**config.mk**
```make
export PLATFORM = sky130hd
export DESIGN_NAME = passcode_program_controller
export DESIGN_NICKNAME = d
export VERILOG_FILES = /design/src/rtl/lock_pkg.sv /design/src/rtl/scramble_code.sv /design/src/rtl/passcode_program_controller.sv
export SDC_FILE = /design/constraint.sdc
export NUM_CORES = 1
export LEC_CHECK = 0
export BUFFER_PORTS_ARGS = -buffer_cell sky130_fd_sc_hd__buf_2
export CORE_MARGIN = 4
export CORE_UTILIZATION = 54
export CTS_CLUSTER_DIAMETER = 60
export DETAILED_ROUTE_END_ITERATION = 8
export GPL_ROUTABILITY_DRIVEN = 0
export PLACE_DENSITY_LB_ADDON = 0.15
export SLEW_MARGIN = 0
export SYNTH_ARGS = -nofsm -noshare
export SYNTH_HDL_FRONTEND = slang
export SYNTH_SLANG_ARGS = --single-unit
```
**constraint.sdc**
```tcl
create_clock -name clk -period 3.12 [get_ports clk]
set_input_delay 0.624 -clock clk [delete_from_list [all_inputs] [get_ports clk]]
set_output_delay 0.624 -clock clk [all_outputs]
set_load 0.01 [all_outputs]
```
**src/rtl/lock_pkg.sv**
```systemverilog
// Shared definitions for the passcode writer and the unlock comparator.
// The scramble/unscramble pair is the single definition of the stored digit order.
package lock_pkg;

    localparam int unsigned DIGIT_W    = 4;
    localparam int unsigned NUM_DIGITS = 4;
    localparam int unsigned CODE_W     = DIGIT_W * NUM_DIGITS;

    typedef enum logic [2:0] {
        ST_IDLE   = 3'd0,
        ST_ENTER1 = 3'd1,
        ST_ENTER2 = 3'd2,
        ST_CHECK  = 3'd3,
        ST_WRITE  = 3'd4
    } ctrl_state_e;

    // {D3,D2,D1,D0} -> {D2,D1,D0,D3}
    function automatic logic [CODE_W-1:0] scramble(input logic [CODE_W-1:0] code);
        return {code[11:8], code[7:4], code[3:0], code[15:12]};
    endfunction

    // {D2,D1,D0,D3} -> {D3,D2,D1,D0}
    function automatic logic [CODE_W-1:0] unscramble(input logic [CODE_W-1:0] code);
        return {code[3:0], code[15:12], code[11:8], code[7:4]};
    endfunction

endpackage

```
**src/rtl/scramble_code.sv**
```systemverilog
// Combinational digit reorder applied to a code before it is written to storage.
module scramble_code
    import lock_pkg::*;
(
    input  logic [CODE_W-1:0] i_code,
    output logic [CODE_W-1:0] o_code
);

    assign o_code = scramble(i_code);

endmodule

```
**src/rtl/passcode_program_controller.sv**
```systemverilog
// Collects a 4-digit passcode twice, compares the entries and issues one scrambled
// write strobe to the stored-code register when they agree.
module passcode_program_controller
    import lock_pkg::*;
#(
    parameter int unsigned TIMEOUT_CYCLES = 1000
) (
    input  logic                clk,
    input  logic                rst,
    input  logic                program_req,
    input  logic                digit_valid,
    input  logic [DIGIT_W-1:0]  digit,
    input  logic                cancel,
    output logic                store_we,
    output logic [CODE_W-1:0]   store_data,
    output logic                busy,
    output logic [2:0]          digit_count,
    output logic                done,
    output logic                mismatch,
    output logic                aborted
);

    localparam int unsigned TW = (TIMEOUT_CYCLES > 2) ? $clog2(TIMEOUT_CYCLES) : 1;
    localparam logic [TW-1:0] TIMER_LAST = TW'(TIMEOUT_CYCLES - 1);

    ctrl_state_e        r_state;
    logic [CODE_W-1:0]  r_code_a;
    logic [CODE_W-1:0]  r_code_b;
    logic [2:0]         r_count;
    logic [TW-1:0]      r_timer;
    logic               r_store_we;
    logic [CODE_W-1:0]  r_store_data;
    logic               r_busy;
    logic               r_done;
    logic               r_mismatch;
    logic               r_aborted;

    logic               w_digit_ok;
    logic               w_accept;
    logic               w_abort;
    logic [CODE_W-1:0]  w_code_b_next;
    logic [CODE_W-1:0]  w_scrambled;

    assign w_digit_ok    = (digit <= DIGIT_W'(9));
    // Cancel wins over a coincident digit; timeout only fires on a cycle with no digit.
    assign w_accept      = digit_valid && w_digit_ok && !cancel;
    assign w_abort       = cancel || (digit_valid && !w_digit_ok)
                           || (!digit_valid && (r_timer == TIMER_LAST));
    assign w_code_b_next = {r_code_b[CODE_W-DIGIT_W-1:0], digit};

    scramble_code u_scramble (
        .i_code (r_code_a),
        .o_code (w_scrambled)
    );

    always_ff @(posedge clk or posedge rst) begin
        if (rst) begin
            r_state      <= ST_IDLE;
            r_code_a     <= '0;
            r_code_b     <= '0;
            r_count      <= '0;
            r_timer      <= '0;
            r_store_we   <= 1'b0;
            r_store_data <= '0;
            r_busy       <= 1'b0;
            r_done       <= 1'b0;
            r_mismatch   <= 1'b0;
            r_aborted    <= 1'b0;
        end else begin
            r_store_we <= 1'b0;
            r_done     <= 1'b0;
            r_mismatch <= 1'b0;
            r_aborted  <= 1'b0;
            unique case (r_state)
                ST_IDLE: begin
                    if (program_req) begin
                        r_state  <= ST_ENTER1;
                        r_busy   <= 1'b1;
                        r_code_a <= '0;
                        r_count  <= '0;
                        r_timer  <= '0;
                    end
                end
                ST_ENTER1, ST_ENTER2: begin
                    if (w_accept) begin
                        r_timer <= '0;
                        if (r_state == ST_ENTER1) begin
                            r_code_a <= {r_code_a[CODE_W-DIGIT_W-1:0], digit};
                            if (r_count == 3'd3) begin
                                r_state  <= ST_ENTER2;
                                r_count  <= '0;
                                r_code_b <= '0;
                            end else begin
                                r_count <= r_count + 3'd1;
                            end
                        end else begin
                            r_code_b <= w_code_b_next;
                            r_count  <= r_count + 3'd1;
                            if (r_count == 3'd3) begin
                                r_state    <= ST_CHECK;
                                // Flag the mismatch as soon as the last confirm digit lands.
                                r_mismatch <= (w_code_b_next != r_code_a);
                            end
                        end
                    end else if (w_abort) begin
                        r_state   <= ST_IDLE;
                        r_busy    <= 1'b0;
                        r_count   <= '0;
                        r_aborted <= 1'b1;
                    end else begin
                        r_timer <= r_timer + TW'(1);
                    end
                end
                ST_CHECK: begin
                    if (r_code_a == r_code_b) begin
                        r_state      <= ST_WRITE;
                        r_store_we   <= 1'b1;
                        r_done       <= 1'b1;
                        r_store_data <= w_scrambled;
                    end else begin
                        r_state <= ST_IDLE;
                        r_busy  <= 1'b0;
                        r_count <= '0;
                    end
                end
                ST_WRITE: begin
                    r_state <= ST_IDLE;
                    r_busy  <= 1'b0;
                    r_count <= '0;
                end
                default: begin
                    r_state <= ST_IDLE;
                    r_busy  <= 1'b0;
                    r_count <= '0;
                end
            endcase
        end
    end

    assign store_we    = r_store_we;
    assign store_data  = r_store_data;
    assign busy        = r_busy;
    assign digit_count = r_count;
    assign done        = r_done;
    assign mismatch    = r_mismatch;
    assign aborted     = r_aborted;

endmodule

```
==> out/summary.txt, run 1 <==
HP Class: input pin to async pin
origin of the critical flop-to-flop path: r_code_a[7]
Final setup viols: 0
CTS Root Cell: clkbuf_8
Max-cap violations: 0
arrival time at the worst endpoint: 2490 ps
Peak VDD IR: 0.423 mV
CTS tree: done
die width: 86.8 um
Worst-Margin Slew: 619 ps
Tcrit/Tclk final: 0.725
Clock Skew: 8.00 ps
Leakage: 0.00186 uW
share of cells above drive strength 1: 0.206
Setup crit start: r_code_a[7]
Worst Path Max Fanout: 16
Ys Warns: 0
final design utilization: 0.622
number of synthesized flops with an enable pin: 0
grt ovf: 0
drt drc: 0
final setup margin: 859 ps
Slew Viols, Final: 0
Ports: 33
Seq/Total Area, Yosys: 0.507
clk slew on worst S/H paths: 70 ps
Post-CTS Hold Buffers: 0
critical path class: flop to flop
setup bufs post-CTS: 0
Row Count: 28
Pre-antenna DRT Iters: 4
initial DRC count: 168
Port Buffers: 32
wire length of the first global-routing pass: 12000 um
critical path endpoint category: flop
gr usage total: 0.206
syn nets: 298
unrepaired setup endpoints after global routing: no
Clock Latency Late Sink: 350 ps
non-filler instance count after layout: 396
Core Area: 5990 sq um
Synth area leader: dfrtp_1
most common cell in the netlist: dfrtp_1
initial antenna violation count: 0
Mapped Cells: 287
status: completed
fmax: 442 MHz
Area contributors post-synth: dfrtp_1 (51%), a22o_1 (9.4%), xnor2_1 (5.5%)
total CTS buffers: 9
slew margin rel.: 0.586
final WL: 6960 um
clk sinks: 68
H-Tree Depth: 3
synth unique cells: 50
full die area: 7530 sq um
vias per inst: 6.00
Area Growth Syn to Fin: 11.0%
Fin Setup TNS: 0 ps
crit path time final: 2260 ps
number of gates resized after cts: 0
Final ANT Viol Nets: 0
# diodes: 0
commonest cells in the netlist: dfrtp_1 (68), a22o_1 (36), xnor2_1 (21)
Fin. Hold Viols: 0
DP Worst Slack: 650 ps
WL/cell: 17.6 um
largest net degree at the start of global routing: 69
Power Total: 1910 uW
CP Launch Type: flop
number of global-route vias before repair: 2384
CTS max path bufs: 2
Avg Cell Area, Syn: 11.7 sq um
Die Ht: 86.8 um
Placed Cells incl. Taps: 381
fraction of registers with async set/reset: 1.00
synthesized flop and latch total: 68
ys flop type: dfrtp_1
DP HPWL: 4750 um
area of the mapped netlist: 3350 sq um
Starting Density: 0.560
Layout Nets: 328
share of the synthesized area in the top cell type: 0.507
Pwr Density: 514 nW/um^2
Via Count: 2375
Worst Path Required: 3350 ps
## logic make-up (layout without fill, tap and decap cells)
group / after synthesis / in the layout / share of synthesized area
compound gates: 71 / 71 / 0.166
simple gates: 71 / 71 / 0.129
flops: 68 / 68 / 0.507
xor+xnor: 34 / 34 / 0.0888
buf+inv: 24 / 58 / 0.0448
mux: 17 / 17 / 0.0571
fa+ha+maj: 2 / 2 / 0.00746
## cells in the final DEF, fill, tap and decap left out, types with 3 or more instances in the layout
master,synthesis,layout
buf_2,6,32
and3_1,7,7
xnor2_1,21,21
nor2_1,11,11
dfrtp_1,68,68
inv_1,9,8
a21oi_1,7,7
nand3_1,5,5
o21ai_0,9,9
a22o_1,36,36
nand2b_1,3,3
xor2_1,13,13
clkbuf_8,0,9
nand2_1,5,5
nor4_1,7,7
nor3_1,10,10
nand4_1,6,6
mux2_2,10,10
mux2_1,7,7
## worst max-delay path, cell delays in order (launching register included)
cell	delay [ps]
dfrtp_1	460
xnor2_1	270
or3b_1	400
nor2_1	140
and2_1	230
buf_4	280
mux2_1	360
## worst paths after layout
kind | cells after the start | slack [ps] | end
max | 6 | 860 | store_data[6]
min | 3 | 330 | store_data[1]
max reg2reg | 6 | 860 | store_data[6]
min reg2reg | 1 | 480 | store_data[7]
max in group asynchronous | 3 | 2480 | r_timer[3]
min in group clk | 1 | 480 | store_data[7]
## layer usage
metal,wire [um],up-vias,global-route usage
met1,3270,1182,0.298
met5,0,-,0
met4,170,0,0.0963
li1,-,1121,-
met2,3190,58,0.300
met3,333,14,0.0361
## layout make-up
type	instances	area (sq um)
Clock buffer	10	128
Sequential cell	68	1700
Tap cell	75	93.8
Fill cell	498	2270
Clock inverter	5	77.6
Inverter	9	33.8
Multi-Input combinational cell	195	1500
Timing Repair Buffer	34	188
## metrics by stage
| step | hold WS, ps | instance area, sq um |
|---|---|---|
| 6_report | 328 | 3720 |
| 5_1_grt | 387 | 3720 |
| 4_1_cts | 361 | 3720 |
| 3_5_place_dp | 473 | 3520 |
| 3_3_place_gp | 464 | 3520 |
| 2_1_floorplan | 446 | 3350 |
## registers in the layout (all words and copies together) (netlist names)
register / cells
r_code_a: 16
r_code_b: 16
store_data: 16
r_timer: 10
digit_count: 3
r_state: 3
aborted: 1
busy: 1
done: 1
mismatch: 1
## report_power, final
part	switching, uW	leakage [uW]	internal, uW	total, uW
logic	123	0.000816	84.3	207
clock network	321	0.000102	443	764
registers	35.1	0.000941	907	943
(Power assumes the default switching activity.)
==> inputs of run 2 (changes only) <==
clock period = 2.2 ns   (was 3.12 ns; I/O delays follow)
==> run 2 against run 1 <==
  * Non-clock buffer count rose by 18
  * Cell count rose by 4.8%
  * Routed wire length rose by 2.8%
  * Clock power rose by 53%
  * Clock-buffer cell count rose by 3
  * Sequential power rose by 41%
  * Setup slack got worse by 690 ps
  * Design area rose by 5.2%
  * Global-route usage rose by 0.48 points
  * Highest routed layer unchanged
==> out/summary.txt, run 2 (synthesis results as in run 1) <==
status: completed
gr usage total: 0.211 (+0.00484)
Pre-antenna DRT Iters: 4 (unchanged)
crit path buf inv count: 1 (unchanged)
Clock Latency Late Sink: 340 ps (about the same)
CTS tree: done
WL/cell: 17.2 um (-1.9%)
Via Count: 2485 (+4.6%)
Post-CTS Hold Buffers: 0 (unchanged)
wire length of the first global-routing pass: 12200 um (+2.1%)
Port Buffers: 32 (unchanged)
setup bufs post-CTS: 0 (unchanged)
total CTS buffers: 9 (unchanged)
CTS max path bufs: 2 (unchanged)
H-Tree Depth: 3 (unchanged)
Area Growth Syn to Fin: 16.9%
Fin. Hold Viols: 0 (unchanged)
Setup crit start: r_code_a[15]
largest net degree at the start of global routing: 33 (-52%)
Clock Skew: 7.90 ps (-0.107 ps)
Peak VDD IR: 0.436 mV (+3.0%)
Layout Nets: 346 (+5.5%)
Ports: 33 (unchanged)
Final ANT Viol Nets: 0 (unchanged)
Max-cap violations: 0 (unchanged)
number of gates resized after cts: 0 (unchanged)
arrival time at the worst endpoint: 2250 ps (-240 ps)
CP cell instances: xor2_1, nor4_1, and3_1, and2_1, buf_12, mux2_1
Slew Viols, Final: 0 (unchanged)
final WL: 7150 um (+2.8%)
initial antenna violation count: 0 (unchanged)
most frequent cells in the layout: dfrtp_1 (68), a22o_1 (36), buf_2 (32), xnor2_1 (21), buf_4 (16)
Die Ht: 86.8 um (unchanged)
final design utilization: 0.654 (+0.0326)
drt drc: 0 (unchanged)
share of cells above drive strength 1: 0.247 (+0.0415)
Worst Path Max Fanout: 16 (unchanged)
Starting Density: 0.560 (unchanged)
initial DRC count: 153 (-8.9%)
R2R Path End: store_data[3]
reg2reg setup slack: 170 ps (-690 ps)
critical path endpoint category: flop
critical path depth: 6 (unchanged)
HP Class: input pin to async pin
Tcrit/Tclk final: 0.925 (+0.200)
Placed Cells incl. Taps: 399 (+4.7%)
multi-input combinational cell area: 1500 sq um (unchanged)
Reg area: 1700 sq um (unchanged)
slowest cell on the critical path: dfrtp_1
Pwr Density: 722 nW/um^2 (+41%)
origin of the critical flop-to-flop path: r_code_a[15]
Worst Path Required: 2420 ps (-930 ps)
Fillers: 490 (-1.6%)
Leakage: 0.00197 uW (+6.1%)
Row Count: 28 (unchanged)
non-filler instance count after layout: 415 (+4.8%)
critical path's top delay family: simple AND/OR/NAND/NOR gates
number of global-route vias before repair: 2456 (+3.0%)
unrepaired setup endpoints after global routing: no
CTS Root Cell: clkbuf_8
clk slew on worst S/H paths: 70 ps (about the same)
full die area: 7530 sq um (unchanged)
fmax: 492 MHz (+11%)
Fin Setup TNS: 0 ps (unchanged)
slowest cell delay on critical path: 430 ps (-30 ps)
slew margin rel.: 0.679 (+0.0931)
final hold slack: 113 ps (-215 ps)
grt ovf: 0 (unchanged)
commonest non-fill, non-tap cell in the layout: dfrtp_1
Final setup viols: 0 (unchanged)
worst reg2reg path depth: 6 (unchanged)
die width: 86.8 um (unchanged)
critical path class: flop to flop
DP HPWL: 5070 um (+6.7%)
CP Launch Type: flop
vias per inst: 5.99 (-0.16%)
crit path time final: 2030 ps (-226 ps)
# diodes: 0 (unchanged)
Core Area: 5990 sq um (unchanged)
clk sinks: 68 (unchanged)
Worst-Margin Slew: 477 ps (-142 ps)
run 2: how the worst max path moves through the flow:
stage                     to  slack, ps
2_1_floorplan        aborted         50
3_3_place_gp    r_code_b[11]        110
3_5_place_dp     r_code_b[5]         50
4_1_cts        store_data[3]        140
5_1_grt        store_data[3]         40
6_report       store_data[3]        170
run 2: area by class of cell:
cell class	count	area share
Clock inverter	3	0.0176
Sequential cell	68	0.434
Timing Repair Buffer	52	0.0920
Clock buffer	13	0.0405
Inverter	9	0.00862
Tap cell	75	0.0239
Multi-Input combinational cell	195	0.383
run 2: per-stage QoR:
stage | setup slack, ps | area [sq um] | power, uW
after global routing | 37.7 | 3920 | 2960
after floorplan | 48.5 | 3350 | 1570
final | 166 | 3920 | 2830
after CTS | 143 | 3920 | 2850
after detailed placement | 52.3 | 3690 | 1680
after global placement | 106 | 3690 | 1680
run 2: where the power goes:
group	total [uW]	leakage [uW]	switching, uW	internal (uW)
Sequential	1330	0.000941	41.7	1290
Combinational	329	0.000917	189	141
Clock	1170	0.000114	468	704
Total	2830	0.00197	698	2130
run 2: routing by layer:
metal	track usage	vias to the layer above	wire length (um)
li1	-	1166	-
met4	0.0765	0	114
met2	0.308	79	3270
met1	0.304	1229	3360
met3	0.0523	11	408
met5	0	-	0
run 2: worst register-to-register path, delay by kind of cell, from the launching register on:
| family | cells | cell delay, ps |
|---|---|---|
| xor gates and xnor gates | 1 | 200 |
| and+or+nand+nor | 3 | 760 |
| DFF | 1 | 430 |
| buffers and inverters | 1 | 170 |
| muxes | 1 | 340 |
